$ cat config.mk
export PLATFORM = sky130hd
export DESIGN_NAME = pipe_hazard_ctrl_flat
export DESIGN_NICKNAME = d
export VERILOG_FILES = /design/src/rtl/pipe_hazard_ctrl_if.sv /design/src/rtl/pipe_hazard_ctrl.sv /design/src/flat_wrapper.sv
export SDC_FILE = /design/constraint.sdc
export NUM_CORES = 1
export LEC_CHECK = 0
export ABC_AREA = 0
export CORE_MARGIN = 2
export CORE_UTILIZATION = 40
export CTS_CLUSTER_SIZE = 30
export DETAILED_ROUTE_END_ITERATION = 8
export PLACE_DENSITY = 0.74
export SYNTH_ARGS = -nofsm -noshare
export SYNTH_HDL_FRONTEND = slang
export SYNTH_SLANG_ARGS = --single-unit
$ cat constraint.sdc
create_clock -name CLK -period 1.8 [get_ports CLK]
set_input_delay 0.36 -clock CLK [delete_from_list [all_inputs] [get_ports CLK]]
set_output_delay 0.36 -clock CLK [all_outputs]
set_load 0.005 [all_outputs]
$ cat src/rtl/pipe_hazard_ctrl_if.sv
// Bundle between the hazard controller and the pipeline: ID/EX/MEM hazard inputs
// in, per-stage load enables, flush strobes and the stall counter out.
interface pipe_hazard_ctrl_if #(
    parameter int REG_W = 4,
    parameter int CNT_W = 16
);
    logic [REG_W-1:0] Src1;
    logic [REG_W-1:0] Src2;
    logic             Two_Src;
    logic [REG_W-1:0] EX_Dest;
    logic             EX_WB_EN;
    logic             EX_MEM_R_EN;
    logic [REG_W-1:0] MEM_Dest;
    logic             MEM_WB_EN;
    logic             MEM_Req;
    logic             Branch_Taken;

    logic             IF_ld;
    logic             ID_ld;
    logic             EX_ld;
    logic             MEM_ld;
    logic             IF_flush;
    logic             ID_flush;
    logic             Mem_Ready;
    logic [CNT_W-1:0] Stall_Count;

    modport master (
        output Src1, Src2, Two_Src, EX_Dest, EX_WB_EN, EX_MEM_R_EN,
               MEM_Dest, MEM_WB_EN, MEM_Req, Branch_Taken,
        input  IF_ld, ID_ld, EX_ld, MEM_ld, IF_flush, ID_flush, Mem_Ready, Stall_Count
    );

    modport slave (
        input  Src1, Src2, Two_Src, EX_Dest, EX_WB_EN, EX_MEM_R_EN,
               MEM_Dest, MEM_WB_EN, MEM_Req, Branch_Taken,
        output IF_ld, ID_ld, EX_ld, MEM_ld, IF_flush, ID_flush, Mem_Ready, Stall_Count
    );
endinterface

$ cat src/rtl/pipe_hazard_ctrl.sv
// Pipeline sequencer: memory-wait stall, RAW hazard stall and branch flush.
// Optional macro FWD_EN: forwarding present, only load-use in EX stalls.
module pipe_hazard_ctrl #(
    parameter int MEM_WAIT = 4,
    parameter int REG_W    = 4,
    parameter int CNT_W    = 16
) (
    input  logic                 CLK,
    input  logic                 RST,
    pipe_hazard_ctrl_if.slave    bus
);

    localparam logic [0:0] RUN  = 1'b0;
    localparam logic [0:0] BUSY = 1'b1;

    localparam logic [3:0] CNT_INIT = (MEM_WAIT == 0) ? 4'd0 : 4'(MEM_WAIT - 1);
    localparam logic       MEM_WAIT_ZERO = (MEM_WAIT == 0);

    logic [0:0]       state_q, state_d;
    logic [3:0]       cnt_q, cnt_d;
    logic [CNT_W-1:0] stall_cnt_q, stall_cnt_d;

    logic [REG_W-1:0] src1, src2, ex_dest, mem_dest;
    logic             ex_hit, mem_hit, hz;
    logic             mem_stall, mem_ready, hz_stall;

    assign src1     = bus.Src1;
    assign src2     = bus.Src2;
    assign ex_dest  = bus.EX_Dest;
    assign mem_dest = bus.MEM_Dest;

    assign ex_hit  = bus.EX_WB_EN &
                     ((src1 == ex_dest) | (bus.Two_Src & (src2 == ex_dest)));
    assign mem_hit = bus.MEM_WB_EN &
                     ((src1 == mem_dest) | (bus.Two_Src & (src2 == mem_dest)));

`ifdef FWD_EN
    // Forwarding covers everything except a load result still in EX.
    assign hz = bus.EX_MEM_R_EN & ex_hit;
`else
    assign hz = ex_hit | mem_hit;
`endif

    always_comb begin
        mem_stall = 1'b0;
        mem_ready = 1'b0;
        state_d   = state_q;
        cnt_d     = cnt_q;
        if (state_q == RUN) begin
            if (bus.MEM_Req) begin
                if (MEM_WAIT_ZERO) begin
                    mem_ready = 1'b1;
                end else begin
                    mem_stall = 1'b1;
                    state_d   = BUSY;
                    cnt_d     = CNT_INIT;
                end
            end
        end else if (cnt_q != 4'd0) begin
            mem_stall = 1'b1;
            cnt_d     = cnt_q - 4'd1;
        end else begin
            mem_ready = 1'b1;
            state_d   = RUN;
        end
    end

    assign hz_stall = ~mem_stall & ~bus.Branch_Taken & hz;

    always_comb begin
        stall_cnt_d = stall_cnt_q;
        if (hz_stall && (stall_cnt_q != {CNT_W{1'b1}})) begin
            stall_cnt_d = stall_cnt_q + 1'b1;
        end
    end

    // Outcome priority: memory freeze, then branch squash, then hazard bubble.
    always_comb begin
        bus.IF_ld     = 1'b1;
        bus.ID_ld     = 1'b1;
        bus.EX_ld     = 1'b1;
        bus.MEM_ld    = 1'b1;
        bus.IF_flush  = 1'b0;
        bus.ID_flush  = 1'b0;
        bus.Mem_Ready = 1'b0;
        if (!RST) begin
            bus.Mem_Ready = mem_ready;
            if (mem_stall) begin
                bus.IF_ld  = 1'b0;
                bus.ID_ld  = 1'b0;
                bus.EX_ld  = 1'b0;
                bus.MEM_ld = 1'b0;
            end else if (bus.Branch_Taken) begin
                bus.IF_flush = 1'b1;
                bus.ID_flush = 1'b1;
            end else if (hz) begin
                bus.IF_ld    = 1'b0;
                bus.ID_ld    = 1'b0;
                bus.ID_flush = 1'b1;
            end
        end
    end

    assign bus.Stall_Count = stall_cnt_q;

    always_ff @(posedge CLK or posedge RST) begin
        if (RST) begin
            state_q     <= RUN;
            cnt_q       <= 4'd0;
            stall_cnt_q <= '0;
        end else begin
            state_q     <= state_d;
            cnt_q       <= cnt_d;
            stall_cnt_q <= stall_cnt_d;
        end
    end

endmodule

$ cat src/flat_wrapper.sv
// flat-port wrapper written by rule: the top's interface ports become plain ports
module pipe_hazard_ctrl_flat 
#(
    parameter int MEM_WAIT = 4,
    parameter int REG_W    = 4,
    parameter int CNT_W    = 16
)
  (CLK, RST, bus_Src1, bus_Src2, bus_Two_Src, bus_EX_Dest, bus_EX_WB_EN, bus_EX_MEM_R_EN, bus_MEM_Dest, bus_MEM_WB_EN, bus_MEM_Req, bus_Branch_Taken, bus_IF_ld, bus_ID_ld, bus_EX_ld, bus_MEM_ld, bus_IF_flush, bus_ID_flush, bus_Mem_Ready, bus_Stall_Count);
  pipe_hazard_ctrl_if #(.REG_W(REG_W), .CNT_W(CNT_W)) bus_i ();
  input  logic CLK;
  input  logic RST;
  input wire logic [$bits(bus_i.Src1)-1:0] bus_Src1;
  input wire logic [$bits(bus_i.Src2)-1:0] bus_Src2;
  input wire logic [$bits(bus_i.Two_Src)-1:0] bus_Two_Src;
  input wire logic [$bits(bus_i.EX_Dest)-1:0] bus_EX_Dest;
  input wire logic [$bits(bus_i.EX_WB_EN)-1:0] bus_EX_WB_EN;
  input wire logic [$bits(bus_i.EX_MEM_R_EN)-1:0] bus_EX_MEM_R_EN;
  input wire logic [$bits(bus_i.MEM_Dest)-1:0] bus_MEM_Dest;
  input wire logic [$bits(bus_i.MEM_WB_EN)-1:0] bus_MEM_WB_EN;
  input wire logic [$bits(bus_i.MEM_Req)-1:0] bus_MEM_Req;
  input wire logic [$bits(bus_i.Branch_Taken)-1:0] bus_Branch_Taken;
  output wire logic [$bits(bus_i.IF_ld)-1:0] bus_IF_ld;
  output wire logic [$bits(bus_i.ID_ld)-1:0] bus_ID_ld;
  output wire logic [$bits(bus_i.EX_ld)-1:0] bus_EX_ld;
  output wire logic [$bits(bus_i.MEM_ld)-1:0] bus_MEM_ld;
  output wire logic [$bits(bus_i.IF_flush)-1:0] bus_IF_flush;
  output wire logic [$bits(bus_i.ID_flush)-1:0] bus_ID_flush;
  output wire logic [$bits(bus_i.Mem_Ready)-1:0] bus_Mem_Ready;
  output wire logic [$bits(bus_i.Stall_Count)-1:0] bus_Stall_Count;
  assign bus_i.Src1 = bus_Src1;
  assign bus_i.Src2 = bus_Src2;
  assign bus_i.Two_Src = bus_Two_Src;
  assign bus_i.EX_Dest = bus_EX_Dest;
  assign bus_i.EX_WB_EN = bus_EX_WB_EN;
  assign bus_i.EX_MEM_R_EN = bus_EX_MEM_R_EN;
  assign bus_i.MEM_Dest = bus_MEM_Dest;
  assign bus_i.MEM_WB_EN = bus_MEM_WB_EN;
  assign bus_i.MEM_Req = bus_MEM_Req;
  assign bus_i.Branch_Taken = bus_Branch_Taken;
  assign bus_IF_ld = bus_i.IF_ld;
  assign bus_ID_ld = bus_i.ID_ld;
  assign bus_EX_ld = bus_i.EX_ld;
  assign bus_MEM_ld = bus_i.MEM_ld;
  assign bus_IF_flush = bus_i.IF_flush;
  assign bus_ID_flush = bus_i.ID_flush;
  assign bus_Mem_Ready = bus_i.Mem_Ready;
  assign bus_Stall_Count = bus_i.Stall_Count;
  pipe_hazard_ctrl #(.MEM_WAIT(MEM_WAIT), .REG_W(REG_W), .CNT_W(CNT_W)) u_core (.CLK(CLK), .RST(RST), .bus(bus_i));
endmodule
==> results.sh <==
export IMPL_worstMarginPinSlew_ps=494.3
export IMPL_arrival_ps=2310
export IMPL_num_vias=1336
export IMPL_core_area_sq_um=3078
export IMPL_ant_nets=0
export IMPL_design_area_sq_um=2258
export IMPL_p_int_mw=1.301
export IMPL_io_buffers=45
export IMPL_mostFrequentLayoutCell="buf_4"
export IMPL_power_mw=2.060
export IMPL_insertion_delay_ps=310
export IMPL_drc=0
export IMPL_yosys_cell_types_count=31
export IMPL_cpMostUsedCell="buf_6"
export IMPL_pwr_share_comb_pct=58.0
export IMPL_avgSynthCellArea_sq_um=9.774
export IMPL_antenna_cells=0
export IMPL_dp_hpwl_mm=2.611
export IMPL_die_x_um=61.01
export IMPL_syn_inst=133
export IMPL_clock_fmax_ghz=0.4730
export IMPL_rr_startpoint="u_core.cnt_q[0]$_DFFE_PP0P_"
export IMPL_pwr_share_seq_pct=30.6
export IMPL_hold_class="register to register"
export IMPL_cp_required_ps=2000
export IMPL_syn_to_final_growth_pct=73.73
export IMPL_cp_slowest_stage_delay_ps=430
export IMPL_synth_fp_nets=159
export IMPL_syn_area_sq_um=1300
export IMPL_preCtsSetupSlack_ps=-820.9
export IMPL_fin_skew_ps=10.17
export IMPL_cts_root_buf="clkbuf_4"
export IMPL_drt_iter0_markers=48
export IMPL_fin_setup_tns_ps=-5762
export IMPL_crit_type="register to register"
export IMPL_hold_depth=1
export IMPL_p_switching_uw=759.0
export IMPL_hold_path_end="u_core.bus.Stall_Count[9]$_DFFE_PP0P_"
export IMPL_drt_pass1_iter_count=4
export IMPL_status="finished, violations left"
export IMPL_cts_sinks=21
export IMPL_fp_dieH_um=61.01
export IMPL_synth_edff_count=0
export IMPL_grt_max_degree=13
export IMPL_final_setup_viol_count=23
export IMPL_layout_common_cells="buf_4 (39), dfrtp_1 (21), clkdlybuf4s50_1 (19)"
export IMPL_cpLargestDelayFamily="buffers and inverters"
export IMPL_fin_nets=247
export IMPL_start_util_pct=42.24
export IMPL_p_clk_share_pct=11.4
export IMPL_final_layout_size_suffix_gt1_share_pct=38.64
export IMPL_clockBufferDepth=2
export IMPL_dpl_instance_area_sq_um=1973
export IMPL_path_cells="inv_2 -> ha_4 -> nor3b_4 -> a21oi_4 -> buf_6 -> buf_4 -> a41oi_4 -> buf_6 -> nand2_4 -> mux2_2"
export IMPL_rrSetupSlack_ps=-310
export IMPL_grtUsageTotal_pct=22.32
export IMPL_die_area_sq_um=3722
export IMPL_yosysSeqAreaShare_pct=40.42
export IMPL_cts_buffers=3
export IMPL_p_per_area_nw_per_um2=912.3
export IMPL_finalCriticalPeriod_ps=2114
export IMPL_hold_buffers=0
export IMPL_totalWireLength_mm=3.968
export IMPL_cp_max_fo=5
export IMPL_async_flop_share_pct=100.0
export IMPL_crit_slowest_cell="dfrtp_1"
export IMPL_drv_slew=0
export IMPL_cts_tree="yes"
export IMPL_power_leakage_nw=1.003
export IMPL_hp_start="u_core.bus.Stall_Count[9]$_DFFE_PP0P_"
export IMPL_fin_crit_sh_pct=117.5
export IMPL_cts_max_level=1
export IMPL_synth_seq_cells=21
export IMPL_clk_pin_slew_ps=130
export IMPL_cp_num_buf_inv=4
export IMPL_setup_ws_ps=-314.2
export IMPL_cap_violations=0
export IMPL_synth_ff_type="dfrtp_1"
export IMPL_yosysWarnings=0
export IMPL_switching_share_pct=36.84
export IMPL_grt_pass1_vias=1422
export IMPL_wl_per_cell_um=15.03
export IMPL_finalHoldViolations=0
export IMPL_r2r_end="u_core.bus.Stall_Count[1]$_DFFE_PP0P_"
export IMPL_peakVddDrop_v=0.0005130
export IMPL_slew_headroom_pct=66.74
export IMPL_ff2ff_path_depth=10
export IMPL_grt_pass1_wl_mm=6.272
export IMPL_violations="negative setup slack"
export IMPL_place_gp_congestion=0.8033
export IMPL_pin_count=47
export IMPL_antenna_found_initial=0
export IMPL_fp_row_count=20
export IMPL_endpoint_kind="register"
export IMPL_start_kind="register"
export IMPL_viasPerCell=5.061
export IMPL_rsz0062_at_grt="yes"
export IMPL_overflow=0
worst register-to-register path, cell delays in order, from the launching register on:
cell	delay, ps
dfrtp_1	430
inv_2	90
ha_4	140
nor3b_4	250
a21oi_4	100
buf_6	150
buf_4	140
a41oi_4	220
buf_6	170
nand2_4	50
mux2_2	270
power groups by stage:
| stage | sequential (mW) | clock (mW) | combinational, mW |
|---|---|---|---|
| finish | 0.631 | 0.234 | 1.20 |
| global route | 0.639 | 0.262 | 1.28 |
| CTS | 0.621 | 0.238 | 1.00 |
| detailed placement | 0.621 | 0 | 0.803 |
| global placement | 0.613 | 0 | 0.775 |
| floorplan | 0.620 | 0 | 0.400 |
worst max path at each step:
| stage | to | slack, ps | cells after the start | startpoint |
|---|---|---|---|---|
| 2_1_floorplan | bus_IF_ld | -30 | 7 | bus_EX_Dest[1] |
| 3_5_place_dp | bus_ID_ld | -820 | 7 | bus_MEM_Dest[2] |
| 5_1_grt | u_core.bus.Stall_Count[1]$_DFFE_PP0P_ | -380 | 10 | u_core.cnt_q[0]$_DFFE_PP0P_ |
| 4_1_cts | bus_Mem_Ready | -220 | 7 | u_core.cnt_q[0]$_DFFE_PP0P_ |
| 3_3_place_gp | bus_ID_flush | -760 | 9 | bus_EX_Dest[2] |
| 6_report | u_core.bus.Stall_Count[1]$_DFFE_PP0P_ | -310 | 10 | u_core.cnt_q[0]$_DFFE_PP0P_ |
synthesized netlist by cell type, types with 2 or more instances:
library cell   n  area, sq um
a21oi_1        2        10.01
a21oi_2        2        17.52
a31oi_1        2        12.51
and3_1         5        31.28
buf_4          2        15.01
buf_6          2        22.52
dfrtp_1       21        525.5
ha_1           2        25.02
inv_1          4        15.01
nand2_1        8        30.03
nand3_1       17        85.08
nand4_1        2        12.51
nor2_1         7        26.28
nor3_1         3        15.01
nor4_1         5        31.28
nor4b_1        2        17.52
o21ai_0        3        15.01
xnor2_1       19        166.4
xor2_1        13        113.9
layout make-up:
type / count / area, sq um
flip-flops and latches: 21 / 525.5
fillers: 223 / 819.5
multi-input cells: 103 / 885.9
well taps: 44 / 55.05
inverters: 4 / 15.01
repair buffers: 88 / 749.5
clock inverters: 1 / 5.005
clock buffers: 3 / 22.52
per-stage QoR:
step                hold WS, ps  instances  util (%)
finish                    489.9        264     73.37
global placement          481.6        245     64.11
floorplan                 357.3        133         -
global route              541.0        264     73.37
detailed placement        492.1        245     64.11
CTS                       509.1        262     69.88
cells by family after synthesis:
logic type	after synthesis	synth area share [%]
fa+ha+maj	2	1.925
mux	1	0.8662
flops	21	40.42
buf+inv	9	4.426
simple gates	58	24.45
xor+xnor	32	21.56
compound gates	10	6.352
registers in the layout (all words and copies together) (netlist names):
signal                  count
u_core.bus.Stall_Count     16
u_core.state_q              1
u_core.cnt_q                4
routing by layer:
layer	track usage, %	part of all wire [%]	vias to the layer above	routed length, um
li1	-	-	631	-
met1	26.68	40	644	1587
met2	41.01	53	57	2102
met3	3.151	5.9	4	234
met4	7.453	1.1	0	44
met5	0	0	-	0
repair_timing:
action / 4_1_cts / 5_1_grt
cloned: 1 / 0
setup buffers: 12 / 4
pin swaps: 23 / 13
gates resized for setup: 81 / 18
endpoints found under the setup margin: 23 / 24
hold endpoints to repair: 0 / 0
No activity file was read; power rests on OpenSTA's default activity.
